[src/rtl/imem_load_pkg.sv]
// Shared types and constants for the instruction-memory program loader.
package imem_load_pkg;

    typedef enum logic [2:0] {
        HDR_LO,
        HDR_HI,
        DATA,
        CHK,
        DONE,
        ERR
    } load_state_e;

    localparam int LEN_W  = 16;
    localparam int WORD_W = 32;
    localparam int BYTE_W = 8;

    function automatic int max_words(input int mem_bytes);
        return mem_bytes / 4;
    endfunction

endpackage

[src/rtl/imem_loader_word_assembler.sv]
// Packs a little-endian byte stream into 32-bit words; word_valid pulses
// combinationally with the byte that completes a word.
module word_assembler
    import imem_load_pkg::*;
(
    input  logic              clk,
    input  logic              rst,
    input  logic              byte_valid,
    input  logic [BYTE_W-1:0] byte_in,
    output logic              word_valid,
    output logic [WORD_W-1:0] word
);

    logic [1:0]        idx_q, idx_d;
    logic [WORD_W-1:0] word_q, word_d;

    always_comb begin
        idx_d  = idx_q;
        word_d = word_q;
        if (byte_valid) begin
            word_d[idx_q*BYTE_W +: BYTE_W] = byte_in;
            idx_d = idx_q + 2'd1;
        end
    end

    // The completing byte is merged into the outgoing word in the same cycle.
    assign word_valid = byte_valid && (idx_q == 2'd3);
    assign word       = word_d;

    always_ff @(posedge clk) begin
        if (!rst) begin
            idx_q  <= '0;
            word_q <= '0;
        end else begin
            idx_q  <= idx_d;
            word_q <= word_d;
        end
    end

endmodule

[src/rtl/imem_loader.sv]
// Framed byte-stream loader: fills instruction memory, checks an XOR checksum
// and holds the core in reset until a good image has been loaded.
module imem_loader
    import imem_load_pkg::*;
#(
    parameter int MEM_BYTES = 64,
    parameter int ADR_W     = 64
) (
    input  logic              clk,
    input  logic              rst,
    input  logic              in_valid,
    input  logic [BYTE_W-1:0] in_data,
    output logic              in_ready,
    output logic              mem_we,
    output logic [ADR_W-1:0]  mem_adr,
    output logic [WORD_W-1:0] mem_wdata,
    output logic              cpu_hold,
    output logic              done,
    output logic              err,
    output logic [LEN_W-1:0]  words_loaded
);

    localparam logic [LEN_W-1:0] MAX_WORDS = LEN_W'(max_words(MEM_BYTES));

    load_state_e       state_q, state_d;
    logic [BYTE_W-1:0] len_lo_q, len_lo_d;
    logic [LEN_W-1:0]  len_q, len_d;
    logic [BYTE_W-1:0] chk_q, chk_d;
    logic [LEN_W-1:0]  word_idx_q, word_idx_d;
    logic              mem_we_q, mem_we_d;
    logic [ADR_W-1:0]  mem_adr_q, mem_adr_d;
    logic [WORD_W-1:0] mem_wdata_q, mem_wdata_d;

    logic              xfer;
    logic              asm_valid;
    logic              word_valid;
    logic [WORD_W-1:0] word;

    assign in_ready  = rst && (state_q inside {HDR_LO, HDR_HI, DATA, CHK});
    assign xfer      = in_valid && in_ready;
    assign asm_valid = xfer && (state_q == DATA);

    word_assembler u_asm (
        .clk        (clk),
        .rst        (rst),
        .byte_valid (asm_valid),
        .byte_in    (in_data),
        .word_valid (word_valid),
        .word       (word)
    );

    always_comb begin
        state_d     = state_q;
        len_lo_d    = len_lo_q;
        len_d       = len_q;
        chk_d       = chk_q;
        word_idx_d  = word_idx_q;
        mem_we_d    = 1'b0;
        mem_adr_d   = mem_adr_q;
        mem_wdata_d = mem_wdata_q;

        if (xfer && state_q != CHK) begin
            chk_d = chk_q ^ in_data;
        end

        unique case (state_q)
            HDR_LO: begin
                if (xfer) begin
                    len_lo_d = in_data;
                    state_d  = HDR_HI;
                end
            end
            HDR_HI: begin
                if (xfer) begin
                    len_d = {in_data, len_lo_q};
                    if (len_d > MAX_WORDS) begin
                        state_d = ERR;
                    end else if (len_d == '0) begin
                        state_d = CHK;
                    end else begin
                        state_d = DATA;
                    end
                end
            end
            DATA: begin
                if (word_valid) begin
                    mem_we_d    = 1'b1;
                    mem_adr_d   = ADR_W'({word_idx_q, 2'b00});
                    mem_wdata_d = word;
                    word_idx_d  = word_idx_q + 1'b1;
                    if (word_idx_d == len_q) begin
                        state_d = CHK;
                    end
                end
            end
            CHK: begin
                if (xfer) begin
                    state_d = (in_data == chk_q) ? DONE : ERR;
                end
            end
            default: ;
        endcase
    end

    always_ff @(posedge clk) begin
        if (!rst) begin
            state_q     <= HDR_LO;
            len_lo_q    <= '0;
            len_q       <= '0;
            chk_q       <= '0;
            word_idx_q  <= '0;
            mem_we_q    <= 1'b0;
            mem_adr_q   <= '0;
            mem_wdata_q <= '0;
        end else begin
            state_q     <= state_d;
            len_lo_q    <= len_lo_d;
            len_q       <= len_d;
            chk_q       <= chk_d;
            word_idx_q  <= word_idx_d;
            mem_we_q    <= mem_we_d;
            mem_adr_q   <= mem_adr_d;
            mem_wdata_q <= mem_wdata_d;
        end
    end

    // The word counter advances on the same edge that raises mem_we.
    assign words_loaded = word_idx_q;
    assign mem_we       = mem_we_q;
    assign mem_adr      = mem_adr_q;
    assign mem_wdata    = mem_wdata_q;
    assign done         = (state_q == DONE);
    assign err          = (state_q == ERR);
    assign cpu_hold     = (state_q != DONE);

endmodule

[config.mk]
export PLATFORM = sky130hd
export DESIGN_NAME = imem_loader
export DESIGN_NICKNAME = d
export VERILOG_FILES = /design/src/rtl/imem_load_pkg.sv /design/src/rtl/imem_loader_word_assembler.sv /design/src/rtl/imem_loader.sv
export SDC_FILE = /design/constraint.sdc
export NUM_CORES = 1
export LEC_CHECK = 0
export BUFFER_PORTS_ARGS = -buffer_cell sky130_fd_sc_hd__buf_2
export CORE_UTILIZATION = 40
export DETAILED_ROUTE_END_ITERATION = 8
export GPL_TIMING_DRIVEN = 0
export HOLD_SLACK_MARGIN = 0.15
export PLACE_DENSITY = 0.7
export SYNTH_ARGS = -nofsm -noshare
export SYNTH_HDL_FRONTEND = slang
export SYNTH_SLANG_ARGS = --single-unit
[constraint.sdc]
create_clock -name clk -period 6.52 [get_ports clk]
set_clock_uncertainty 0.2 [all_clocks]
set_input_delay 0.978 -clock clk [delete_from_list [all_inputs] [get_ports clk]]
set_output_delay 0.978 -clock clk [all_outputs]
set_load 0.03 [all_outputs]
==> flow_metrics.env, run 1 <==
export IMPL_die_area_um2=15600
export IMPL_chip_height_um=125
export IMPL_synth_async_reset_ratio=0
export IMPL_critical_path_arrival_ns=2.40
export IMPL_final_min_period_over_clock_period=0.549
export IMPL_setup_worst_path_start_class="primary input"
export IMPL_timing_worst_slew_pin_value_ns=0.914
export IMPL_mappedNetlistArea_um2=6030
export IMPL_timing_max_transition_violations_final=0
export IMPL_crit_path_end_kind="output port"
export IMPL_violations="design-rule violations"
export IMPL_place_congestion=0.855
export IMPL_multi_input_comb_area_um2=3100
export IMPL_power_static_leakage_nw=3.42
export IMPL_power_total_mw=1.86
export IMPL_floorplan_io_pins=128
export IMPL_powerDensity_nw_per_um2=252
export IMPL_post_synth_top_area_cell="dfxtp_1"
export IMPL_first_iter_violations=219
export IMPL_final_hold_viol_count=0
export IMPL_switching_share=0.246
export IMPL_combinational_group_share_of_total_power=0.071
export IMPL_dp_hpwl_mm=9.58
export IMPL_total_setup_buffers_inserted_after_cts=0
export IMPL_initial_utilization=0.412
export IMPL_final_hold_worst_slack_ns=0.258
export IMPL_first_pass_grt_wire_length_mm=22.2
export IMPL_rr_startpoint="u_asm.idx_q[0]$_SDFFE_PN0N_"
export IMPL_power_switching_mw=0.459
export IMPL_utilization=0.504
export IMPL_ys_top_cells_by_area="dfxtp_1 42%, nand2_1 9.5%, buf_4 6.0%, xnor2_1 5.4%, a21boi_0 5.2%"
export IMPL_hold_path_class="flip-flop to flip-flop"
export IMPL_run_status="finished with violations"
export IMPL_power_frac_clock=0.508
export IMPL_reg2reg_setup_slack_ns=3.91
export IMPL_yosys_register_bits=126
export IMPL_ys_dominant_reg_cell="dfxtp_1"
export IMPL_tightest_slew_margin_relative_to_the_limit=0.390
export IMPL_route_vias_total=4811
export IMPL_seqCellArea_um2=2520
export IMPL_vias_per_cell=4.60
export IMPL_synth_distinct_cells=48
export IMPL_yosysWarningCount=0
export IMPL_flow_area_growth_from_synthesis_pct=22.5
export IMPL_drcViolationCount=28
export IMPL_post_drt_wl_per_cell_um=13.0
export IMPL_fin_cells=1045
export IMPL_fp_dieW_um=125
export IMPL_layout_min_cycle_time_ns=3.58
export IMPL_cts_buffers=17
export IMPL_grt_ovfl_total=0
export IMPL_firstDrtPassIters=8
export IMPL_critPathRequiredTime_ns=5.34
export IMPL_htreeDepth=4
export IMPL_clk_root_buffer_cell="clkbuf_16"
export IMPL_timing_fmax_mhz=279
export IMPL_ant_nets=0
export IMPL_min_from="mem_adr[12]$_SDFFE_PN0P_"
export IMPL_postCtsHoldBufs=0
export IMPL_drt_total_wl_mm=13.6
export IMPL_placeableCoreArea_um2=14600
export IMPL_cts_tree="yes"
export IMPL_cts_sinks=126
export IMPL_grt_start_max_net_pins=17
export IMPL_critical_path_startpoint="rst"
export IMPL_grt_pass1_vias=4439
export IMPL_sum_of_negative_setup_slack_ns=0
export IMPL_fillerInstances=1403
export IMPL_number_of_max_capacitance_violations_reported=0
export IMPL_grt_setup_unrepaired="false"
export IMPL_synth_edff_count=0
export IMPL_layout_drive_gt1_share=0.192
export IMPL_pwr_share_seq=0.421
export IMPL_synth_sequential_area_ratio=0.418
export IMPL_globalRouteTotalUtil=0.181
export IMPL_placementRows=44
export IMPL_path_max_fanout=10
export IMPL_synth_area_per_cell_um2=8.47
export IMPL_timing_final_setup_violations=0
export IMPL_p_int_mw=1.40
export IMPL_number_of_antenna_violations_at_the_first_check_in_global_routing=0
export IMPL_count_of_buffers_from_port_buffering=70
export IMPL_final_nets=865
export IMPL_worst_skew_pair_late_latency_ns=0.43
export IMPL_diodes=0
export IMPL_synth_top_area_frac=0.418
export IMPL_place_inst=1013
export IMPL_post_cts_resize_count=0
export IMPL_crit_type="primary input to output port"
export IMPL_clk_transition_reported_paths_ns=0.06
export IMPL_vdd_ir_drop_worst_uv=211
export IMPL_clock_tree_buffer_depth=2
export IMPL_synthesis_instances=712
## routing by layer
metal	wire (um)	global-route usage
met5	0	0
met2	6270	0.304
met3	722	0.0498
met4	239	0.0690
met1	6360	0.221
## worst max-delay path: stages
cell and delay, ns:
buf_2 0.24, clkbuf_1 0.27, clkbuf_1 0.40, nor2b_1 0.27, buf_2 0.23
## power groups by stage
stage	combinational (mW)	sequential, mW	clock, mW
final	0.132	0.785	0.946
after global routing	0.142	0.786	0.997
after CTS	0.131	0.785	0.960
after detailed placement	0.131	0.802	0
after global placement	0.130	0.801	0
after floorplan	0.111	0.800	0
## layout by cell type (no fill, tap or decap), types with 3 or more instances in the layout
| cell type | synthesis | routed |
|---|---|---|
| and2_1 | 23 | 23 |
| xnor2_1 | 37 | 37 |
| inv_1 | 7 | 7 |
| ha_1 | 6 | 6 |
| clkinv_4 | 1 | 5 |
| nor4_1 | 5 | 5 |
| nand2b_1 | 3 | 3 |
| clkinvlp_4 | 0 | 3 |
| nand2_1 | 152 | 152 |
| o211a_1 | 24 | 24 |
| nor3b_1 | 8 | 8 |
| nor3_1 | 4 | 4 |
| inv_6 | 0 | 3 |
| buf_4 | 48 | 48 |
| a21boi_0 | 42 | 42 |
| conb_1 | 1 | 48 |
| clkbuf_1 | 39 | 39 |
| mux2i_1 | 9 | 9 |
| a21oi_1 | 28 | 28 |
| dfxtp_1 | 126 | 126 |
| clkbuf_16 | 0 | 17 |
| nand3_1 | 12 | 12 |
| nor2_1 | 35 | 35 |
| o21ai_0 | 5 | 5 |
| nand4_1 | 6 | 6 |
| xor2_1 | 17 | 17 |
| buf_2 | 7 | 77 |
| nor2b_1 | 38 | 38 |
## metrics by stage
stage	setup slack, ns	cell area [um2]
after floorplan	3.32	6210
after global placement	2.98	6790
after detailed placement	2.96	6790
after CTS	2.96	7390
after global routing	2.82	7390
final	2.94	7390
## cells by family (layout without fill, tap and decap cells)
| logic type | after synthesis | count (layout) | share of synthesized area |
|---|---|---|---|
| and+or+nand+nor | 301 | 301 | 0.243 |
| buffers and inverters | 103 | 205 | 0.0963 |
| other | 1 | 48 | 0.000622 |
| muxes | 9 | 9 | 0.0149 |
| DFF | 126 | 126 | 0.418 |
| AOI/OAI and AO/OA | 112 | 112 | 0.137 |
| xor gates and xnor gates | 54 | 54 | 0.0784 |
| adders and majority gates | 6 | 6 | 0.0124 |
## registers in the layout, indices dropped and copies added, names as in the netlist
| register | cells |
|---|---|
| mem_wdata | 32 |
| u_asm.word_q | 24 |
| len_q | 16 |
| mem_adr | 16 |
| words_loaded | 16 |
| chk_q | 8 |
| len_lo_q | 8 |
| state_q | 3 |
| u_asm.idx_q | 2 |
| mem_we | 1 |
## worst paths after layout
path                           endpoint  depth (start not counted)
max reg2reg  mem_wdata[18]$_SDFFE_PN0P_                          8
min            mem_adr[12]$_SDFFE_PN0P_                          2
max                            in_ready                          5
min reg2reg    mem_adr[12]$_SDFFE_PN0P_                          2
## synth_stat cells, types with 3 or more instances
master and instances:
a21oi_1 28, dfxtp_1 126, clkbuf_1 39, xor2_1 17, nand2_1 152, ha_1 6, buf_2 7, nor3_1 4
a21boi_0 42, and2_1 23, nor3b_1 8, nor2_1 35, nand4_1 6, o211a_1 24, xnor2_1 37, o21ai_0 5
buf_4 48, nand3_1 12, nor2b_1 38, mux2i_1 9, nor4_1 5, nand2b_1 3, inv_1 7
## final cells by class
class / instances / share of cell area
flip-flops and latches: 126 / 0.341
well taps: 184 / 0.0312
plain buffers: 95 / 0.0738
repair buffers: 70 / 0.0474
multi-input cells: 530 / 0.420
clock buffers: 18 / 0.0595
inverters: 8 / 0.00474
clock inverters: 14 / 0.0217
Note: power is estimated with default switching activity, not from simulation.
==> inputs of run 2 (changes only) <==
- PLACE_DENSITY: 0.7 -> 0.72
- clock period: 6.52 -> 3 ns (I/O delays scaled with it)
==> run 2 against run 1 <==
Against the previous run:
- the flow still finishes with violations (design-rule violations)
- clock power is 130% higher
- combinational power is 120% higher
- register-to-register slack worse by 3.5 ns
- sequential share of layout area is 0.19 points lower
- die area stayed put
- highest routed layer unchanged
- clock-buffer cell count is 1 higher
- sequential cell count stayed put
- wire length is 0.79% lower
- cell area is 0.56% higher
- first-iteration DRC count is 11% higher
- worst setup slack worse by 2.5 ns
- critical path depth is 3 higher
==> flow_metrics.env, run 2 (synthesis results as in run 1) <==
export IMPL_run_status="finished with violations"
export IMPL_violations="design-rule violations"
export IMPL_grt_start_max_net_pins=17
export IMPL_drcViolationCount=28
export IMPL_cts_buffers=17
export IMPL_crit_path_top_delay_cell="dlygate4sd3_1"
export IMPL_chip_height_um=125
export IMPL_power_static_leakage_nw=3.44
export IMPL_firstDrtPassIters=7
export IMPL_post_cts_resize_count=0
export IMPL_hold_path_class="flip-flop to flip-flop"
export IMPL_final_hold_viol_count=0
export IMPL_clk_transition_reported_paths_ns=0.05
export IMPL_vias_per_cell=4.62
export IMPL_clk_root_buffer_cell="clkbuf_16"
export IMPL_combinational_group_share_of_total_power=0.069
export IMPL_dp_hpwl_mm=9.48
export IMPL_flow_area_growth_from_synthesis_pct=23.2
export IMPL_power_switching_mw=0.961
export IMPL_total_setup_buffers_inserted_after_cts=0
export IMPL_tightest_slew_margin_relative_to_the_limit=0.347
export IMPL_grt_pass1_vias=4290
export IMPL_layout_min_cycle_time_ns=2.60
export IMPL_worst_skew_pair_late_latency_ns=0.42
export IMPL_switching_share=0.230
export IMPL_placeableCoreArea_um2=14600
export IMPL_crit_path_end_kind="flip-flop"
export IMPL_timing_fmax_mhz=385
export IMPL_route_vias_total=4837
export IMPL_post_drt_wl_per_cell_um=12.9
export IMPL_vdd_ir_drop_worst_uv=373
export IMPL_powerDensity_nw_per_um2=561
export IMPL_first_iter_violations=244
export IMPL_pwr_share_seq=0.409
export IMPL_clock_tree_buffer_depth=2
export IMPL_globalRouteTotalUtil=0.176
export IMPL_worst_path_dominant_cell_family="simple AND/OR/NAND/NOR gates"
export IMPL_fillerInstances=1429
export IMPL_timing_max_transition_violations_final=0
export IMPL_cts_tree="yes"
export IMPL_path_cells="dlygate4sd3_1 -> buf_2 -> nand2_1 -> or2_2 -> a21oi_1 -> nand2_1 -> xnor2_1 -> and2_1"
export IMPL_diodes=0
export IMPL_layout_drive_gt1_share=0.190
export IMPL_worstPathBufferInverterCount=2
export IMPL_floorplan_io_pins=128
export IMPL_count_of_buffers_from_port_buffering=70
export IMPL_setup_worst_path_start_class="primary input"
export IMPL_critical_path_arrival_ns=2.71
export IMPL_critical_path_top_cell_by_count="nand2_1"
export IMPL_placementRows=44
export IMPL_initial_utilization=0.412
export IMPL_p_int_mw=3.21
export IMPL_timing_final_setup_violations=0
export IMPL_final_min_period_over_clock_period=0.867
export IMPL_drt_total_wl_mm=13.5
export IMPL_ant_nets=0
export IMPL_place_congestion=0.835
export IMPL_grt_setup_unrepaired="false"
export IMPL_first_pass_grt_wire_length_mm=21.5
export IMPL_timing_worst_slew_pin_value_ns=0.971
export IMPL_sum_of_negative_setup_slack_ns=0
export IMPL_layout_cells_most_common="nand2_1"
export IMPL_placed_area_um2=6790
export IMPL_power_frac_clock=0.522
export IMPL_largest_reg_flops=32
export IMPL_number_of_antenna_violations_at_the_first_check_in_global_routing=0
export IMPL_critical_path_max_stage_delay_ns=0.55
export IMPL_layout_cells_most_common_list="152 x nand2_1, 126 x dfxtp_1, 77 x buf_2"
export IMPL_crit_type="primary input to flip-flop"
export IMPL_cts_sinks=126
export IMPL_fin_area_um2=7430
export IMPL_final_nets=866
export IMPL_number_of_max_capacitance_violations_reported=0
export IMPL_htreeDepth=4
export IMPL_path_max_fanout=8
export IMPL_grt_ovfl_total=0
export IMPL_critPathRequiredTime_ns=3.11
export IMPL_die_area_um2=15600
export IMPL_fp_dieW_um=125
==> run 2: cell types whose count changed in the layout (fill, tap and decap cells not counted) <==
cell           delta
dlygate4sd3_1     +1
clkinv_2          +1
inv_6             -1
inv_8             -1
clkinv_4          -2
clkbuf_1          +1
bufinv_16         +2
==> run 2: final timing paths <==
check / slack, ns / startpoint / to / depth (start not counted)
worst max-delay path: 0.40 / in_valid / chk_q[2]$_SDFFE_PN0P_ / 8
worst min-delay path: 0.26 / mem_wdata[30]$_SDFFE_PN0P_ / mem_wdata[30]$_SDFFE_PN0P_ / 2
worst max register to register: 0.40 / u_asm.idx_q[0]$_SDFFE_PN0N_ / mem_wdata[18]$_SDFFE_PN0P_ / 8
worst min register to register: 0.26 / mem_wdata[30]$_SDFFE_PN0P_ / mem_wdata[30]$_SDFFE_PN0P_ / 2
==> run 2: final cells by class <==
type | count | area, um2 | share of cell area
Timing Repair Buffer | 71 | 360 | 0.0485
Inverter | 8 | 35.0 | 0.00472
Multi-Input combinational cell | 530 | 3100 | 0.418
Clock buffer | 19 | 443 | 0.0596
Buffer | 95 | 546 | 0.0734
Clock inverter | 13 | 188 | 0.0253
Sequential cell | 126 | 2520 | 0.340
Tap cell | 184 | 230 | 0.0310
==> run 2: worst reg2reg max path, cell delays in order, from the launching register on <==
cell,delay (ns)
dfxtp_1,0.41
inv_1,0.18
ha_1,0.42
nor3b_1,0.76
nand2_1,0.12
nor2_1,0.14
a21oi_1,0.08
nand2_1,0.09
o211a_1,0.14
==> run 2: what timing repair did <==
item / 4_1_cts / 5_1_grt
hold buffers: 1 / 0
endpoints found under the setup margin: 0 / 0
endpoints found under the hold margin: 1 / 0
==> run 2: power by group through the flow <==
stage	clock, mW	sequential [mW]	combinational [mW]
floorplan	0	1.74	0.242
global placement	0	1.74	0.282
detailed placement	0	1.74	0.282
CTS	2.21	1.71	0.285
global route	2.28	1.71	0.306
finish	2.18	1.71	0.286
==> run 2: metrics by stage <==
| stage | worst slack, ns | hold WS, ns | utilization | total power [mW] | cells |
|---|---|---|---|---|---|
| finish | 0.400 | 0.256 | 0.507 | 4.17 | 1046 |
| global route | 0.0655 | 0.279 | 0.507 | 4.29 | 1046 |
| CTS | 0.434 | 0.261 | 0.507 | 4.20 | 1046 |
| detailed placement | 0.472 | 0.253 | 0.464 | 2.02 | 1013 |
| global placement | 0.465 | 0.249 | 0.464 | 2.02 | 1013 |
| floorplan | 0.680 | 0.248 | - | 1.98 | 759 |
==> run 2: layer usage <==
layer	wire, um	share of wire	vias up	track usage
li1	-	-	2517	-
met1	6310	0.47	2191	0.218
met4	103	0.0076	0	0.0516
met2	6400	0.48	117	0.294
met3	656	0.049	12	0.0498
met5	0	0	-	0
==> inputs of run 3 (changes only) <==
- PLACE_DENSITY: 0.72 -> 0.71
- SYNTH_HIERARCHICAL: not set -> 1
==> run 3 against run 2 <==
Against the previous run:
- the run now ends clean
- critical endpoint is now state_q[1]$_SDFFE_PN0P_
- largest cell class unchanged
- final cell count is 10% higher
- worst setup slack got worse by 0.23 ns
- combinational power increased by 10%
- critical path type is now flip-flop to flip-flop
- sequential cell count rose by 8
- synthesized cell count increased by 9.4%
- clock power fell by 6%
- first-iteration DRC count grew 54%
- wire length rose by 16%
- register-to-register slack got worse by 0.23 ns
- die area up 6.7%
==> flow_metrics.env, run 3 <==
export IMPL_die_area_um2=16600
export IMPL_grt_pass1_vias=4888
export IMPL_crit_type="flip-flop to flip-flop"
export IMPL_final_hold_worst_slack_ns=0.173
export IMPL_diodes=0
export IMPL_placeableCoreArea_um2=15800
export IMPL_final_hold_viol_count=0
export IMPL_worstPathBufferInverterCount=0
export IMPL_final_min_period_over_clock_period=0.944
export IMPL_power_total_mw=4.17
export IMPL_grt_setup_unrepaired="false"
export IMPL_clock_tree_buffer_depth=2
export IMPL_most_numerous_cell_types_in_the_synthesized_netlist="165 x nand2_1, 134 x dfxtp_1, 59 x a21oi_1"
export IMPL_first_pass_grt_wire_length_mm=25.2
export IMPL_synthXorXnorAreaFrac=0.0625
export IMPL_ys_dominant_reg_cell="dfxtp_1"
export IMPL_worst_path_dominant_cell_family="simple AND/OR/NAND/NOR gates"
export IMPL_dp_hpwl_mm=11.1
export IMPL_setup_worst_path_start_class="flip-flop"
export IMPL_count_of_buffers_from_port_buffering=79
export IMPL_adder_cell_share_of_the_synthesized_area=0.0117
export IMPL_chip_height_um=129
export IMPL_first_iter_violations=376
export IMPL_post_drt_wl_per_cell_um=13.6
export IMPL_synth_area_per_cell_um2=8.27
export IMPL_clk_root_buffer_cell="clkbuf_16"
export IMPL_grt_ovfl_total=0
export IMPL_timing_max_transition_violations_final=0
export IMPL_powerDensity_nw_per_um2=526
export IMPL_placementRows=46
export IMPL_cp_depth=8
export IMPL_place_inst=1121
export IMPL_yosys_register_bits=134
export IMPL_run_status="completed"
export IMPL_timing_worst_slew_pin_value_ns=0.798
export IMPL_worst_r2r_cell_count=8
export IMPL_critical_path_startpoint="words_loaded[0]$_SDFFE_PN0P_"
export IMPL_fillerInstances=1537
export IMPL_synth_top_family_by_area="simple AND/OR/NAND/NOR gates"
export IMPL_firstDrtPassIters=5
export IMPL_synth_edff_count=0
export IMPL_synth_sequential_area_ratio=0.416
export IMPL_synth_async_reset_ratio=0
export IMPL_cts_buffers=17
export IMPL_cts_tree="yes"
export IMPL_tightest_slew_margin_relative_to_the_limit=0.465
export IMPL_crit_path_end_kind="flip-flop"
export IMPL_synth_compound_area_share=0.144
export IMPL_globalRouteTotalUtil=0.197
export IMPL_critical_path_arrival_ns=2.91
export IMPL_synth_distinct_cells=68
export IMPL_number_of_max_capacitance_violations_reported=0
export IMPL_floorplan_io_pins=128
export IMPL_timing_final_setup_violations=0
export IMPL_clk_transition_reported_paths_ns=0.06
export IMPL_post_synth_top_area_cell="dfxtp_1"
export IMPL_critical_path_endpoint="state_q[1]$_SDFFE_PN0P_"
export IMPL_ant_nets=0
export IMPL_layout_min_cycle_time_ns=2.83
export IMPL_crit_path_top_delay_cell="or4b_4"
export IMPL_sum_of_negative_setup_slack_ns=0
export IMPL_timing_fmax_mhz=353
export IMPL_number_of_antenna_violations_at_the_first_check_in_global_routing=1
export IMPL_rr_startpoint="words_loaded[0]$_SDFFE_PN0P_"
export IMPL_power_static_leakage_nw=3.37
export IMPL_ys_top_cells_by_area="dfxtp_1 42%, nand2_1 9.6%, buf_4 5.6%, a21oi_1 4.6%, xnor2_1 3.4%"
export IMPL_critical_path_max_stage_delay_ns=0.52
export IMPL_fin_cells=1151
export IMPL_htreeDepth=4
export IMPL_grt_start_max_net_pins=17
export IMPL_vias_per_cell=4.83
export IMPL_worst_skew_pair_late_latency_ns=0.42
export IMPL_utilization=0.501
export IMPL_mappedNetlistArea_um2=6440
export IMPL_reg2reg_setup_slack_ns=0.17
export IMPL_layout_cells_most_common="nand2_1"
export IMPL_final_nets=939
export IMPL_drcViolationCount=0
export IMPL_yosysWarningCount=6
export IMPL_yosys_area_share_simple=0.246
export IMPL_synth_most_common_cell="nand2_1"
export IMPL_initial_utilization=0.407
export IMPL_route_vias_total=5561
export IMPL_flow_area_growth_from_synthesis_pct=23.1
export IMPL_multi_input_comb_area_um2=3320
export IMPL_synth_top_area_frac=0.416
export IMPL_synthesis_instances=779
export IMPL_layout_drive_gt1_share=0.221
export IMPL_layout_cells_most_common_list="163 x nand2_1, 130 x dfxtp_1, 87 x buf_2"
export IMPL_cts_sinks=134
export IMPL_seqCellArea_um2=2690
export IMPL_place_congestion=0.811
export IMPL_hold_path_class="primary input to flip-flop"
export IMPL_fp_dieW_um=129
export IMPL_muxShareOfSynthArea=0.0155
export IMPL_critPathRequiredTime_ns=3.08
export IMPL_drt_total_wl_mm=15.7
export IMPL_vdd_ir_drop_worst_uv=506
export IMPL_crit_reg2reg_capture="state_q[1]$_SDFFE_PN0P_"
export IMPL_postCtsHoldBufs=0
export IMPL_path_cells="ha_2 -> nand4_1 -> o31a_1 -> or4b_4 -> a32oi_2 -> nand4_2 -> a21oi_1 -> nor3_1"
export IMPL_path_max_fanout=8
## run 3: changes by cell type after synthesis, sizes merged, moves of 16 or more
cell,delta
a21boi,-40
a21oi,+31
o211a,-24
o21ai,+23
nor2b,-21
a22o,+16
inv,+16
## run 3: worst reg2reg max path, delay by kind of cell, from the launching register on
kind                     cells  cell delay [ns]
AO/OA/AOI/OAI                3             0.84
flip-flops                   1             0.43
AND/OR/NAND/NOR              4             0.96
adder cells (fa/ha/maj)      1             0.26
## run 3: worst min-delay path by stage
stage / slack, ns / start / to / depth (start not counted)
floorplan: 0.24 / u_asm/word_q[24]$_SDFF_PN0_ / u_asm/word_q[24]$_SDFF_PN0_ / 2
global placement: 0.24 / mem_adr[8]$_SDFFE_PN0P_ / mem_adr[8]$_SDFFE_PN0P_ / 2
detailed placement: 0.24 / mem_wdata[16]$_SDFFE_PN0P_ / mem_wdata[16]$_SDFFE_PN0P_ / 2
CTS: 0.16 / rst / len_q[0]$_SDFFE_PN0P_ / 3
global route: 0.20 / rst / len_q[1]$_SDFFE_PN0P_ / 3
finish: 0.17 / rst / len_q[3]$_SDFFE_PN0P_ / 3
## run 3: layout make-up
class	count	area share
Buffer	92	0.0729
Clock buffer	17	0.0537
Clock inverter	15	0.0191
Inverter	23	0.0109
Multi-Input combinational cell	574	0.419
Sequential cell	134	0.339
Tap cell	216	0.0341
Timing Repair Buffer	80	0.0511
## run 3: stage by stage
stage | cell area, um2 | worst slack (ns)
2_1_floorplan | 6640 | 0.0398
3_3_place_gp | 7310 | -0.731
3_5_place_dp | 7310 | -0.737
4_1_cts | 7890 | 0.00707
5_1_grt | 7930 | 0.0188
6_report | 7930 | 0.168
## run 3: kinds of logic after synthesis
| family | Yosys count |
|---|---|
| mux | 10 |
| other cells | 1 |
| flops | 134 |
| simple gates | 323 |
| buf+inv | 118 |
| compound gates | 141 |
| xor+xnor | 46 |
| fa+ha+maj | 6 |
## run 3: timing repair
| item | in CTS | in global routing |
|---|---|---|
| setup buffers | 0 | 1 |
| endpoints found under the setup margin | 57 | 59 |
| pin swaps | 1 | 3 |
| gates resized for setup | 7 | 11 |
## run 3: per-layer routing
layer | GRT usage | vias to the layer above | part of all wire
li1 | - | 2824 | -
met1 | 0.264 | 2560 | 0.48
met2 | 0.313 | 156 | 0.46
met3 | 0.0420 | 19 | 0.055
met4 | 0.0706 | 2 | 0.013
met5 | 0 | - | 0.00064
## run 3: report_power, final
| group | internal [mW] | total, mW | leakage [nW] | switching, mW |
|---|---|---|---|---|
| logic | 0.105 | 0.315 | 2.01 | 0.210 |
| registers | 1.80 | 1.82 | 1.08 | 0.0172 |
| clock network | 1.22 | 2.04 | 0.280 | 0.814 |
